[src/rtl/pin_entry_collector_pkg.sv]
// Shared definitions for the keypad PIN front-end and the gate controller
// that consumes its code word. Code width is derived from one place.
package pin_entry_collector_pkg;

  // Default PIN geometry; the gate controller sizes its code input from these.
  localparam int unsigned DEF_NUM_DIGITS = 4;
  localparam int unsigned DEF_DIGIT_W    = 4;
  localparam int unsigned DEF_CODE_W     = DEF_NUM_DIGITS * DEF_DIGIT_W;

  // PIN entry front-end state encoding.
  typedef enum logic [1:0] {
    PIN_IDLE    = 2'd0,
    PIN_COLLECT = 2'd1,
    PIN_ACK     = 2'd2,
    PIN_RELEASE = 2'd3
  } pin_state_e;

  // Width of a counter that must hold values 0..max_val (never less than 1 bit).
  function automatic int unsigned cnt_width(input int unsigned max_val);
    if (max_val < 32'd1) begin
      return 32'd1;
    end else begin
      return $clog2(max_val + 32'd1);
    end
  endfunction

endpackage

[src/rtl/pin_idle_timer.sv]
// Clearable/loadable saturating up-counter with a terminal-count flag.
// Priority: clear > load > increment. The count never passes TC_VALUE.
module pin_idle_timer
  import pin_entry_collector_pkg::*;
#(
  parameter  int unsigned TC_VALUE = 1,
  localparam int unsigned W        = cnt_width(TC_VALUE)
) (
  input  logic         clk,
  input  logic         rst,
  input  logic         i_clr,
  input  logic         i_load,
  input  logic [W-1:0] i_load_val,
  input  logic         i_inc,
  output logic         o_tc
);

  localparam logic [W-1:0] TC = W'(TC_VALUE);

  logic [W-1:0] r_count;
  logic [W-1:0] w_load_sat;

  // Loaded values above the terminal count are clamped so the counter cannot exceed it.
  assign w_load_sat = (i_load_val > TC) ? TC : i_load_val;
  assign o_tc       = (r_count == TC);

  // Counter register: clear wins, then load, then saturating increment.
  always_ff @(posedge clk or posedge rst) begin
    if (rst) begin
      r_count <= '0;
    end else if (i_clr) begin
      r_count <= '0;
    end else if (i_load) begin
      r_count <= w_load_sat;
    end else if (i_inc && !o_tc) begin
      r_count <= r_count + W'(1);
    end else begin
      r_count <= r_count;
    end
  end

endmodule

[src/rtl/pin_entry_collector.sv]
// Keypad front-end: assembles strobed digits into a PIN word, presents it
// with a held code_ack on enter, and handles clear, short/overlong entries
// and inactivity timeout so the gate controller only sees complete PINs.
module pin_entry_collector
  import pin_entry_collector_pkg::*;
#(
  parameter  int unsigned NUM_DIGITS     = DEF_NUM_DIGITS,
  parameter  int unsigned DIGIT_W        = DEF_DIGIT_W,
  parameter  int unsigned ACK_CYCLES     = 2,
  parameter  int unsigned TIMEOUT_CYCLES = 1000,
  localparam int unsigned CODE_W         = NUM_DIGITS * DIGIT_W,
  localparam int unsigned CNT_W          = $clog2(NUM_DIGITS + 1)
) (
  input  logic               clk,
  input  logic               rst,
  input  logic               arm,
  input  logic               key_valid,
  input  logic [DIGIT_W-1:0] key_value,
  input  logic               key_enter,
  input  logic               key_clear,
  output logic [CODE_W-1:0]  code,
  output logic               code_ack,
  output logic [CNT_W-1:0]   digit_count,
  output logic               entry_error,
  output logic               timeout
);

  localparam logic [CNT_W-1:0] FULL = CNT_W'(NUM_DIGITS);

  pin_state_e        r_state;
  pin_state_e        w_state_nxt;
  logic [CODE_W-1:0] r_code;
  logic [CODE_W-1:0] w_code_nxt;
  logic [CNT_W-1:0]  r_count;
  logic [CNT_W-1:0]  w_count_nxt;
  logic              r_ack;
  logic              w_ack_nxt;
  logic              r_err;
  logic              w_err_nxt;
  logic              r_to;
  logic              w_to_nxt;

  logic              w_any_key;
  logic              w_full;
  logic              w_in_collect;
  logic              w_idle_inc;
  logic              w_idle_clr;
  logic              w_idle_tc;
  logic              w_timeout_fire;
  logic              w_ack_inc;
  logic              w_ack_tc;
  logic [CODE_W-1:0] w_shifted;

  assign w_any_key    = key_valid | key_enter | key_clear;
  assign w_full       = (r_count == FULL);
  assign w_in_collect = arm && (r_state == PIN_COLLECT);

  // Idle timer runs only while a partial entry is held and no key arrives.
  // Its terminal count is one below the firing point so the timeout takes
  // effect on the very edge at which the idle count would reach TIMEOUT_CYCLES-1.
  assign w_idle_inc     = w_in_collect && !w_any_key && (r_count != '0);
  assign w_timeout_fire = w_idle_inc && w_idle_tc;
  assign w_idle_clr     = !w_in_collect || w_any_key || w_timeout_fire;

  // ACK hold timer counts cycles spent in ACK; it is held at zero elsewhere.
  assign w_ack_inc = arm && (r_state == PIN_ACK);

  // New digit enters the least significant nibble; first digit ends up in the MS nibble.
  assign w_shifted = (r_code << DIGIT_W) | CODE_W'(key_value);

  pin_idle_timer #(
    .TC_VALUE (TIMEOUT_CYCLES - 2)
  ) u_idle_timer (
    .clk        (clk),
    .rst        (rst),
    .i_clr      (w_idle_clr),
    .i_load     (1'b0),
    .i_load_val ('0),
    .i_inc      (w_idle_inc),
    .o_tc       (w_idle_tc)
  );

  pin_idle_timer #(
    .TC_VALUE (ACK_CYCLES - 1)
  ) u_ack_timer (
    .clk        (clk),
    .rst        (rst),
    .i_clr      (!w_ack_inc),
    .i_load     (1'b0),
    .i_load_val ('0),
    .i_inc      (w_ack_inc),
    .o_tc       (w_ack_tc)
  );

  // State register.
  always_ff @(posedge clk or posedge rst) begin
    if (rst) begin
      r_state <= PIN_IDLE;
    end else begin
      r_state <= w_state_nxt;
    end
  end

  // Next-state logic; dropping arm always returns to IDLE.
  always_comb begin
    w_state_nxt = r_state;
    if (!arm) begin
      w_state_nxt = PIN_IDLE;
    end else begin
      case (r_state)
        PIN_IDLE:    w_state_nxt = PIN_COLLECT;
        PIN_COLLECT: begin
          if (!key_clear && key_enter && w_full) begin
            w_state_nxt = PIN_ACK;
          end else begin
            w_state_nxt = PIN_COLLECT;
          end
        end
        PIN_ACK: begin
          if (w_ack_tc) begin
            w_state_nxt = PIN_RELEASE;
          end else begin
            w_state_nxt = PIN_ACK;
          end
        end
        PIN_RELEASE: w_state_nxt = PIN_COLLECT;
        default:     w_state_nxt = PIN_IDLE;
      endcase
    end
  end

  // Output/datapath next values; COLLECT priority is clear > enter > digit > timeout.
  always_comb begin
    w_code_nxt  = r_code;
    w_count_nxt = r_count;
    w_ack_nxt   = 1'b0;
    w_err_nxt   = 1'b0;
    w_to_nxt    = 1'b0;
    if (!arm) begin
      w_code_nxt  = '0;
      w_count_nxt = '0;
    end else begin
      case (r_state)
        PIN_IDLE: begin
          w_code_nxt  = '0;
          w_count_nxt = '0;
        end
        PIN_COLLECT: begin
          if (key_clear) begin
            w_code_nxt  = '0;
            w_count_nxt = '0;
          end else if (key_enter) begin
            if (w_full) begin
              w_ack_nxt = 1'b1;
            end else begin
              w_err_nxt   = 1'b1;
              w_code_nxt  = '0;
              w_count_nxt = '0;
            end
          end else if (key_valid) begin
            if (w_full) begin
              w_err_nxt = 1'b1;
            end else begin
              w_code_nxt  = w_shifted;
              w_count_nxt = r_count + CNT_W'(1);
            end
          end else if (w_timeout_fire) begin
            w_to_nxt    = 1'b1;
            w_code_nxt  = '0;
            w_count_nxt = '0;
          end else begin
            w_code_nxt = r_code;
          end
        end
        PIN_ACK: begin
          if (w_ack_tc) begin
            w_code_nxt  = '0;
            w_count_nxt = '0;
          end else begin
            w_ack_nxt = 1'b1;
          end
        end
        PIN_RELEASE: begin
          w_code_nxt  = '0;
          w_count_nxt = '0;
        end
        default: begin
          w_code_nxt  = '0;
          w_count_nxt = '0;
        end
      endcase
    end
  end

  // Registered outputs.
  always_ff @(posedge clk or posedge rst) begin
    if (rst) begin
      r_code  <= '0;
      r_count <= '0;
      r_ack   <= 1'b0;
      r_err   <= 1'b0;
      r_to    <= 1'b0;
    end else begin
      r_code  <= w_code_nxt;
      r_count <= w_count_nxt;
      r_ack   <= w_ack_nxt;
      r_err   <= w_err_nxt;
      r_to    <= w_to_nxt;
    end
  end

  assign code        = r_code;
  assign code_ack    = r_ack;
  assign digit_count = r_count;
  assign entry_error = r_err;
  assign timeout     = r_to;

endmodule

[config.mk]
export PLATFORM = sky130hd
export DESIGN_NAME = pin_entry_collector
export DESIGN_NICKNAME = d
export VERILOG_FILES = /design/src/rtl/pin_entry_collector_pkg.sv /design/src/rtl/pin_idle_timer.sv /design/src/rtl/pin_entry_collector.sv
export SDC_FILE = /design/constraint.sdc
export NUM_CORES = 1
export LEC_CHECK = 0
export ABC_CLOCK_PERIOD_IN_PS = 5100
export BUFFER_PORTS_ARGS = -buffer_cell sky130_fd_sc_hd__buf_2
export CORE_UTILIZATION = 60
export DETAILED_ROUTE_END_ITERATION = 6
export GPL_ROUTABILITY_DRIVEN = 1
export PLACE_DENSITY = 0.84
export SLEW_MARGIN = 25
export SYNTH_ARGS = -nofsm -noshare
export SYNTH_HDL_FRONTEND = slang
export SYNTH_HIERARCHICAL = 1
export SYNTH_SLANG_ARGS = --single-unit
[constraint.sdc]
create_clock -name clk -period 5.1 [get_ports clk]
set_input_delay 1.02 -clock clk [delete_from_list [all_inputs] [get_ports clk]]
set_output_delay 1.02 -clock clk [all_outputs]
set_load 0.1 [all_outputs]
==> results.md, run 1 <==
* Run status: completed
* Slew Limit Fails at 0
* Count of max-cap constraint violations at 0
* Library cells used by synthesis at 55
* PwrDens at 262.6 nW/um^2
* Routed len/inst at 14.43 um
* Count of buffers added by post-CTS timing repair for setup at 0
* Floorplan Core Area at 3128 um^2
* Final Net Count at 262
* Reg-to-reg critical path startpoint: digit_count[0]
* R2R Path End: u_idle_timer/r_count[8]
* Post-synthesis area per instance at 10.42 um^2
* Cell chain of the critical path: buf_2, and3b_1, nand3_1, or2_4, o41ai_4, nor2_1, a32o_1
* Number of buffers and inverters on the critical path at 1
* Drt pass-1 iters at 4
* CP delay by family, top: simple AND/OR/NAND/NOR gates
* Transition at the pin with the smallest max-transition slack at 0.9046 ns
* Worst hold-check slack at 0.5238 ns
* Clock Root Buffer: clkbuf_4
* Count of port buffers added during placement at 31
* Main synth FF type: dfrtp_1
* Via count of the routed design at 1724
* CP required at 5.33 ns
* First-pass GRT wire length at 6768 um
* WHS Endpoint: code[14]
* Most frequent cells after synthesis: dfrtp_1 (35), a32o_1 (18), nand2_1 (17), inv_1 (16), nor2_1 (9)
* Critical path class: input port to flip-flop
* Number of buffers created by CTS at 5
* CTS Hold Buffers Added at 0
* Final Wtd Congestion at 0.7823
* Cell type with the highest aggregate area in the netlist: dfrtp_1
* HPWL reported at the end of detailed placement at 2951 um
* Relative area change from synthesis to final layout at 14.34%
* Die ar. at 3640 um^2
* TritonCTS clock tree: done
* Period utilization at 58.10%
* Type of element capturing the critical path: flip-flop
* Top-count cell post-synth: dfrtp_1
* Overall routing resource usage at 24.94%
* Number of antenna violations at the first check in global routing at 0
* Leading post-synthesis cells by cell area: dfrtp_1 (43%), a32o_1 (8.8%), ha_1 (4.3%)
* Die span in y at 60.34 um
* Global route overflow at 0
* Slowest stage cell, crit path: o41ai_4
* Post-synthesis register bit count at 35
* Slack of the worst reg-to-reg path at 2.17 ns
* Largest stage delay on the critical path at 0.63 ns
* Final critical path time including I/O delays and setup at 2.963 ns
* Fraction of synthesized cell area taken by the top area cell type at 42.89%
* Post-layout utilization of the core at 74.64%
* Cell Area, Placed at 2233 um^2
* Site row count at 20
* Count of boundary I/O pins at 32
* Share of layout cells above drive strength 1 at 21.54%
* Wire length reported by the detailed router at 4184 um
* Depth of the worst register-to-register path at 9
* Insertion delay to the later sink of the worst-skew pair at 0.33 ns
* Relative max-transition margin at 39.62%
* Startpoint of the worst setup timing path: arm
* Count of mapped cells out of synthesis at 196
* Largest net degree at the start of global routing at 25
* CP arrival at 3.19 ns
* Starting utilization of the core area at 65.28%
* Aggregate negative setup slack at 0 ns
* Final number of hold-violating endpoints at 0
* Critical hold path startpoint: code[14]
* Maximum buffer depth of the clock tree at 2
* Total power after layout at 613.1 uW
* Highest clock rate at 337.5 MHz
* Clock skew after layout at 0.008102 ns
* Number of global-route vias before repair at 1533
* Maximum VDD drop at 0.1607 mV
* Leakage component of the power at 1.168 nW
* Warnings from Yosys at 6
* Total inserted antenna cells at 0
* Setup-failing EPs final at 0
* RSZ-0062 raised after global routing: false
* Share of the yosys chip area belonging to registers at 42.89%
* Biggest fanout along the worst timing path at 11
* Number of design-rule violations left by the first detailed-router iteration at 117
* DRC violations left at 0
* Mean number of vias per cell at 5.945
* CTS clock-pin slew for the worst setup and hold paths at 0.10 ns
* Num Clock Sinks at 35
* Post-route cell area at 2335 um^2
* Area of the mapped netlist at 2042 um^2
* Share of flip-flops with an asynchronous set or reset at 100.0%
* H-tree lvl count at 2
* Hold path cells at 1
* Number of synthesized flops with an enable pin at 0
* Remaining number of nets flagged by the antenna check after routing at 0
* Width of the die at 60.34 um
* Type of the tightest min-delay check: flip-flop to flip-flop
* Cells resized by post-CTS repair at 0
* CP startpoint kind: input port
[state kept, by name, indices dropped and copies added, names as in the netlist]
signal / flops
timeout: 1
digit_count: 3
u_ack_timer/o_tc: 1
entry_error: 1
code_ack: 1
r_state: 2
u_idle_timer/r_count: 10
code: 16
[where the power goes]
group / internal, mW / leakage [nW] / switching [mW]
Clock: 0.153 / 0.0525 / 0.0913
Sequential: 0.281 / 0.486 / 0.00425
Combinational: 0.0218 / 0.630 / 0.0613
[worst max path at each step]
stage	to	slack, ns	cells after the start
after floorplan	u_idle_timer/r_count[3]	2.34	11
after global placement	u_idle_timer/r_count[8]	1.86	7
after detailed placement	u_idle_timer/r_count[8]	1.78	7
after CTS	u_idle_timer/r_count[8]	2.15	7
after global routing	u_idle_timer/r_count[8]	1.97	9
final	u_idle_timer/r_count[8]	2.14	7
[cell usage in the layout, fill, tap and decap left out, drive strengths merged, types with 3 or more instances in the layout]
master   n
a211oi   3
a21oi    7
a32o    18
and4     4
buf     31
clkbuf   6
conb    25
dfrtp   35
ha       7
inv     16
nand2   17
nand3    5
nand4    6
nor2     9
nor3     4
o211ai   3
o21ai    5
o31ai    4
o41ai    3
or2      3
[layer usage]
layer / vias up / GRT usage (%) / part of all wire (%)
li1: 825 / - / -
met2: 37 / 42.54 / 52
met1: 857 / 30.49 / 43
met4: 0 / 8.638 / 0.93
met5: - / 0 / 0
met3: 5 / 6.610 / 4.1
[per-stage QoR]
step | cells | setup WS [ns]
CTS | 290 | 2.153
detailed placement | 282 | 1.781
global route | 290 | 1.972
global placement | 282 | 1.863
floorplan | 220 | 2.337
finish | 290 | 2.137
[kinds of logic after synthesis]
kind of cell,after synthesis,synth area share [%]
compound gates,59,24.82
mux,1,0.4902
simple gates,62,18.20
flops,35,42.89
buf+inv,29,8.271
other cells,1,0.1836
xor+xnor,2,0.8580
fa+ha+maj,7,4.289
[final cells by class]
type,count,area [um^2]
flip-flops and latches,35,875.8
inverters,16,60.06
fillers,233,793.3
multi-input cells,156,1087
clock buffers,6,41.29
clock inverters,2,60.06
repair buffers,31,155.1
well taps,44,55.05
Power figures use the tool's default switching activity.
==> run 2: changes to the inputs <==
--- a/config.mk
+++ b/config.mk
@@ -5,12 +5,12 @@
 export SDC_FILE = /design/constraint.sdc
 export NUM_CORES = 1
 export LEC_CHECK = 0
-export ABC_CLOCK_PERIOD_IN_PS = 5100
+export ABC_CLOCK_PERIOD_IN_PS = 2800
 export BUFFER_PORTS_ARGS = -buffer_cell sky130_fd_sc_hd__buf_2
-export CORE_UTILIZATION = 60
+export CORE_UTILIZATION = 56
 export DETAILED_ROUTE_END_ITERATION = 6
 export GPL_ROUTABILITY_DRIVEN = 1
-export PLACE_DENSITY = 0.84
+export PLACE_DENSITY = 0.79
 export SLEW_MARGIN = 25
 export SYNTH_ARGS = -nofsm -noshare
 export SYNTH_HDL_FRONTEND = slang
==> constraint.sdc (replaced) <==
create_clock -name clk -period 2.8 [get_ports clk]
set_input_delay 0.56 -clock clk [delete_from_list [all_inputs] [get_ports clk]]
set_output_delay 0.56 -clock clk [all_outputs]
set_load 0.1 [all_outputs]
==> run 2 against run 1 <==
Net effect: non-clock buffer count is 3 higher; largest power group unchanged; first-iteration DRC count is 54% lower; die area is 6.9% higher; count of clock-buffer cells in the layout unchanged; wire length down 2.8%; flip-flop and latch count did not move; critical path depth rose by 2.
==> results.md, run 2 (same netlist as run 1, synthesis figures left out) <==
* Insertion delay to the later sink of the worst-skew pair at 0.34 ns (about the same)
* Final Wtd Congestion at 0.8116 (+3.7%)
* Share of power burned in combinational logic at 16.0% (+2.4 points)
* HPWL reported at the end of detailed placement at 2987 um (+1.2%)
* Crit path top cell by count: inv_1
* RSZ-0062 raised after global routing: false
* Largest stage delay on the critical path at 0.54 ns (-0.09 ns)
* DRC violations left at 0 (unchanged)
* Number of global-route vias before repair at 1621 (+5.7%)
* Slowest stage cell, crit path: o41ai_4
* Clock power frac at 28.5% (-11 points)
* Transition at the pin with the smallest max-transition slack at 0.8691 ns (-0.03550 ns)
* Global route overflow at 0 (unchanged)
* Die span in y at 62.39 um (+3.4%)
* First-pass GRT wire length at 7286 um (+7.7%)
* Number of buffers created by CTS at 5 (unchanged)
* Number of antenna violations at the first check in global routing at 0 (unchanged)
* Post-route cell area at 2312 um^2 (-0.96%)
* Internal power at 649.9 uW (+42%)
* Mean number of vias per cell at 5.708 (-4.0%)
* CP arrival at 2.76 ns (-0.43 ns)
* Cell chain of the critical path: inv_1, ha_1, inv_1, o21ai_0, nand3_1, or2_4, o41ai_4, nor2_1, a32o_1
* Starting utilization of the core area at 59.78% (-5.5 points)
* Slew Limit Fails at 0 (unchanged)
* TritonCTS clock tree: done
* Die ar. at 3892 um^2 (+6.9%)
* CP startpoint kind: flip-flop
* Type of the tightest min-delay check: input port to async pin
* Final number of hold-violating endpoints at 0 (unchanged)
* Most frequent standard cell in the layout excluding fill and tap cells: dfrtp_1
* Filler instances at 281 (+21%)
* Area of the multi-input gates at 1087 um^2 (unchanged)
* Setup-failing EPs final at 0 (unchanged)
* Clock skew after layout at 0.005633 ns (-0.002469 ns)
* Register share of total power at 55.4% (+8.8 points)
* Clock Root Buffer: clkbuf_4
* Routed len/inst at 13.79 um (-4.4%)
* Overall routing resource usage at 23.81% (-1.1 points)
* Period utilization at 89.99%
* Count of boundary I/O pins at 32 (unchanged)
* Type of element capturing the critical path: flip-flop
* Share of layout cells above drive strength 1 at 22.49% (+0.95 points)
* Largest net degree at the start of global routing at 25 (unchanged)
* Drt pass-1 iters at 4 (unchanged)
* Leakage component of the power at 1.160 nW (-0.74%)
* Total inserted antenna cells at 0 (unchanged)
* Via count of the routed design at 1684 (-2.3%)
* Power spent charging and discharging nets at 288.1 uW (+84%)
* Critical path class: flip-flop to flip-flop
* Relative area change from synthesis to final layout at 13.24%
* Width of the die at 62.39 um (+3.4%)
* PwrDens at 405.7 nW/um^2 (+55%)
* Highest clock rate at 396.9 MHz
* Proportion of total power due to net switching at 30.71% (+5.1 points)
* Post-layout utilization of the core at 67.69% (-6.9 points)
* Register Area at 875.8 um^2 (unchanged)
* Maximum buffer depth of the clock tree at 2 (unchanged)
* Run status: completed
* Wire length reported by the detailed router at 4068 um (-2.8%)
* Biggest fanout along the worst timing path at 11 (unchanged)
* Aggregate negative setup slack at 0 ns (unchanged)
* H-tree lvl count at 2 (unchanged)
* Num Clock Sinks at 35 (unchanged)
* Number of buffers and inverters on the critical path at 2 (+1)
* Largest register FFs at 16 (unchanged)
* Final Net Count at 265 (+1.1%)
* Floorplan Core Area at 3416 um^2 (+9.2%)
* Remaining number of nets flagged by the antenna check after routing at 0 (unchanged)
* CTS clock-pin slew for the worst setup and hold paths at 0.10 ns (about the same)
* Maximum VDD drop at 0.2126 mV (+32%)
* Final critical path time including I/O delays and setup at 2.520 ns
* Top library cells by usage in the layout, fill and taps aside: dfrtp_1 (35), buf_2 (31), conb_1 (25)
* Number of design-rule violations left by the first detailed-router iteration at 54 (-54%)
* Count of buffers added by post-CTS timing repair for setup at 0 (unchanged)
* Cell Area, Placed at 2258 um^2 (+1.1%)
* CP required at 3.04 ns (-2.29 ns)
* Relative max-transition margin at 41.99% (+2.4 points)
* Count of max-cap constraint violations at 0 (unchanged)
* Worst hold-check slack at 0.04897 ns (-0.4748 ns)
* Site row count at 21 (+5.0%)
* Count of port buffers added during placement at 31 (unchanged)
* CP delay by family, top: compound AO/OA/AOI/OAI gates
* Total power after layout at 938.1 uW (+53%)
-- run 2: changes by cell type in the layout (fill, tap and decap cells not counted) --
cell	previous run	this run
buf_4	0	3
clkinv_2	0	1
bufinv_16	2	0
clkinvlp_4	0	1
-- run 2: final cells by class --
class	count	share of cell area, %
repair buffers	34	7.684
clock inverters	2	0.5411
multi-input cells	156	47.02
inverters	16	2.597
clock buffers	6	1.786
flip-flops and latches	35	37.88
well taps	46	2.489
-- run 2: stage by stage --
stage,setup WS [ns],std cells
CTS,0.1736,295
global route,0.05528,295
finish,0.2804,295
floorplan,0.03655,220
global placement,0.2778,287
detailed placement,0.1994,287
-- run 2: power by group through the flow --
stage	clock network (mW)	registers, mW	logic (mW)
6_report	0.268	0.520	0.150
5_1_grt	0.300	0.522	0.167
4_1_cts	0.276	0.520	0.148
3_5_place_dp	0	0.530	0.147
3_3_place_gp	0	0.529	0.147
2_1_floorplan	0	0.567	0.0912
-- run 2: layer usage --
layer | global-route usage [%] | wire length, um | up-vias
li1 | - | - | 826
met4 | 9.884 | 77 | 0
met2 | 39.56 | 1918 | 44
met1 | 30.38 | 1879 | 805
met5 | 0 | 0 | -
met3 | 4.745 | 193 | 9
-- run 2: worst paths after layout --
check	endpoint	slack (ns)	from	cells after the start
setup / recovery	u_idle_timer/r_count[8]	0.28	digit_count[0]	9
hold / removal	u_ack_timer/o_tc	0.05	rst	2
setup reg to reg	u_idle_timer/r_count[8]	0.28	digit_count[0]	9
hold reg to reg	code[8]	0.53	code[4]	1
max in group asynchronous	code[0]	1.87	rst	2
min in group clk	code[3]	0.42	key_value[3]	2
-- run 2: worst register-to-register path: cells and delay by family (launching register included) --
family	cells	cell delay (ns)
buffers and inverters	2	0.15
adder cells (fa/ha/maj)	1	0.28
AND/OR/NAND/NOR	3	0.58
flip-flops	1	0.43
AO/OA/AOI/OAI	3	1.00
-- run 2: timing repair --
item,CTS,global route
gates resized for setup,0,0
endpoints found under the setup margin,0,3
hold buffers,0,0
==> run 3: changes to the inputs <==
--- a/config.mk
+++ b/config.mk
@@ -5,12 +5,12 @@
 export SDC_FILE = /design/constraint.sdc
 export NUM_CORES = 1
 export LEC_CHECK = 0
-export ABC_CLOCK_PERIOD_IN_PS = 2800
+export ABC_CLOCK_PERIOD_IN_PS = 3000
 export BUFFER_PORTS_ARGS = -buffer_cell sky130_fd_sc_hd__buf_2
-export CORE_UTILIZATION = 56
+export CORE_UTILIZATION = 40
 export DETAILED_ROUTE_END_ITERATION = 6
 export GPL_ROUTABILITY_DRIVEN = 1
-export PLACE_DENSITY = 0.79
+export SKIP_LAST_GASP = 1
 export SLEW_MARGIN = 25
 export SYNTH_ARGS = -nofsm -noshare
 export SYNTH_HDL_FRONTEND = slang
==> constraint.sdc (replaced) <==
create_clock -name clk -period 3 [get_ports clk]
set_input_delay 0.6 -clock clk [delete_from_list [all_inputs] [get_ports clk]]
set_output_delay 0.6 -clock clk [all_outputs]
set_load 0.1 [all_outputs]
==> run 3 against run 2 <==
Net effect: worst setup slack better by 0.053 ns; count of clock-buffer cells in the layout is 1 lower; maximum frequency is 5.5% lower; flip-flop and latch count stayed put; combinational power is 5% lower; wire length is 3.5% higher; register-to-register slack better by 0.05 ns; critical path type unchanged; critical endpoint unchanged; highest routed layer unchanged.
==> results.md, run 3 (same netlist as run 1, synthesis figures left out) <==
* Site row count at 25 (+19%)
* Top library cells by usage in the layout, fill and taps aside: dfrtp_1 (35), buf_2 (31), conb_1 (25)
* Clock skew after layout at 0.008198 ns (+0.002565 ns)
* Aggregate negative setup slack at 0 ns (unchanged)
* Biggest fanout along the worst timing path at 11 (unchanged)
* Crit path top cell by count: inv_1
* Starting utilization of the core area at 42.39% (-17 points)
* Wire length reported by the detailed router at 4210 um (+3.5%)
* Count of max-cap constraint violations at 0 (unchanged)
* Floorplan Core Area at 4817 um^2 (+41%)
* Relative area change from synthesis to final layout at 17.03%
* Largest stage delay on the critical path at 0.64 ns (+0.10 ns)
* Cells resized by post-CTS repair at 0 (unchanged)
* Share of layout cells above drive strength 1 at 22.58% (+0.091 points)
* TritonCTS clock tree: done
* Largest register FFs at 16 (unchanged)
* Overall routing resource usage at 17.43% (-6.4 points)
* CTS Hold Buffers Added at 0 (unchanged)
* Global route overflow at 0 (unchanged)
* Number of global-route vias before repair at 1517 (-6.4%)
* Num Clock Sinks at 35 (unchanged)
* CTS clock-pin slew for the worst setup and hold paths at 0.08 ns (-0.02 ns)
* Routed len/inst at 13.37 um (-3.1%)
* Type of element capturing the critical path: flip-flop
* Final Net Count at 264 (-0.38%)
* CP required at 3.17 ns (+0.13 ns)
* R2R Path End: u_idle_timer/r_count[8]
* Number of buffers created by CTS at 5 (unchanged)
* Width of the die at 73.45 um (+18%)
* Drt pass-1 iters at 4 (unchanged)
* Post-layout utilization of the core at 49.61% (-18 points)
* Slack of the worst reg-to-reg path at 0.33 ns (+0.05 ns)
* Critical path class: flip-flop to flip-flop
* Highest clock rate at 375.0 MHz (-5.5%)
* Leakage component of the power at 1.180 nW (+1.7%)
* Most frequent standard cell in the layout excluding fill and tap cells: dfrtp_1
* Clock Root Buffer: clkbuf_8
* HPWL reported at the end of detailed placement at 2981 um (-0.21%)
* First-pass GRT wire length at 7058 um (-3.1%)
* DRC violations left at 0 (unchanged)
* Maximum buffer depth of the clock tree at 2 (unchanged)
* Depth of the worst register-to-register path at 9 (unchanged)
* Count of buffers added by post-CTS timing repair for setup at 0 (unchanged)
* CP startpoint kind: flip-flop
* Mean number of vias per cell at 5.232 (-8.4%)
* Register Area at 875.8 um^2 (unchanged)
* Period utilization at 88.88% (-1.1 points)
* Die ar. at 5395 um^2 (+39%)
* Transition at the pin with the smallest max-transition slack at 0.8564 ns (-0.01276 ns)
* Via count of the routed design at 1648 (-2.1%)
* RSZ-0062 raised after global routing: false
* Run status: completed
* Filler instances at 497 (+77%)
* Relative max-transition margin at 42.55% (+0.56 points)
* Slew Limit Fails at 0 (unchanged)
* Post-route cell area at 2390 um^2 (+3.4%)
* Setup-failing EPs final at 0 (unchanged)
* Final number of hold-violating endpoints at 0 (unchanged)
* Remaining number of nets flagged by the antenna check after routing at 0 (unchanged)
* Area of the multi-input gates at 1087 um^2 (unchanged)
* Cell chain of the critical path: inv_1, ha_1, inv_1, o21ai_0, nand3_1, or2_4, o41ai_4, nor2_1, a32o_1
* PwrDens at 439.9 nW/um^2 (+8.4%)
* Count of port buffers added during placement at 31 (unchanged)
* H-tree lvl count at 2 (unchanged)
* Number of antenna violations at the first check in global routing at 0 (unchanged)
* Total inserted antenna cells at 0 (unchanged)
* Final Wtd Congestion at 0.7861 (-3.1%)
* Number of design-rule violations left by the first detailed-router iteration at 104 (+93%)
* Insertion delay to the later sink of the worst-skew pair at 0.29 ns (-0.05 ns)
* Die span in y at 73.45 um (+18%)
* Final critical path time including I/O delays and setup at 2.666 ns (+0.1468 ns)
* Type of the tightest min-delay check: input port to async pin
* Number of placed cells counting well taps at 307 (+7.0%)
* Largest net degree at the start of global routing at 25 (unchanged)
* Finished Layout Cells at 315 (+6.8%)
* Reg-to-reg critical path startpoint: digit_count[0]
* Maximum VDD drop at 0.1738 mV (-18%)
* Cell Area, Placed at 2277 um^2 (+0.83%)
* Count of boundary I/O pins at 32 (unchanged)
* Slowest stage cell, crit path: o41ai_4
* CP arrival at 2.84 ns (+0.08 ns)
[run 3: cell count changes in the layout (fill, tap and decap cells not counted), sizes merged]
| cell | change |
|---|---|
| clkinv | +2 |
| buf | -1 |
| bufinv | +1 |
| clkbuf | -1 |
| clkinvlp | -1 |
| inv | -1 |
[run 3: critical path: cells and delay by family, from the launching register on]
kind | cells | cell delay, ns
buf+inv | 2 | 0.16
compound gates | 3 | 1.11
simple gates | 3 | 0.56
flops | 1 | 0.41
fa+ha+maj | 1 | 0.29
[run 3: layer usage]
metal,GRT usage (%),up-vias,part of all wire (%)
met4,6.410,0,1.0
met5,0,-,0
met2,28.75,30,48
met3,4.252,4,3.3
li1,-,825,-
met1,22.12,789,48
[run 3: power breakdown]
| group | total [mW] | internal (mW) | switching, mW |
|---|---|---|---|
| registers | 0.485 | 0.478 | 0.00670 |
| clock network | 0.423 | 0.247 | 0.176 |
| logic | 0.143 | 0.0381 | 0.105 |
| total | 1.05 | 0.764 | 0.288 |
[run 3: layout make-up]
class	instances	area share, %
Timing Repair Buffer	33	7.120
Sequential cell	35	36.65
Tap cell	67	3.508
Multi-Input combinational cell	156	45.50
Inverter	16	2.513
Clock buffer	5	2.880
Clock inverter	3	1.832
[run 3: metrics by stage]
step	hold slack [ns]	worst slack (ns)	total power, mW
global route	0.1481	0.09472	1.102
detailed placement	0.4657	0.3358	0.6350
CTS	0.1418	0.3121	1.069
global placement	0.4551	0.4036	0.6334
finish	0.1541	0.3336	1.051
floorplan	0.3287	0.2365	0.6144
[run 3: how the worst max path moves through the flow]
stage	from	endpoint	slack, ns
final	digit_count[0]	u_idle_timer/r_count[8]	0.33
after global routing	digit_count[0]	u_idle_timer/r_count[8]	0.09
after CTS	digit_count[0]	u_idle_timer/r_count[8]	0.31
after detailed placement	digit_count[0]	u_idle_timer/r_count[8]	0.34
after global placement	arm	u_idle_timer/r_count[8]	0.40
after floorplan	digit_count[0]	u_idle_timer/r_count[3]	0.24
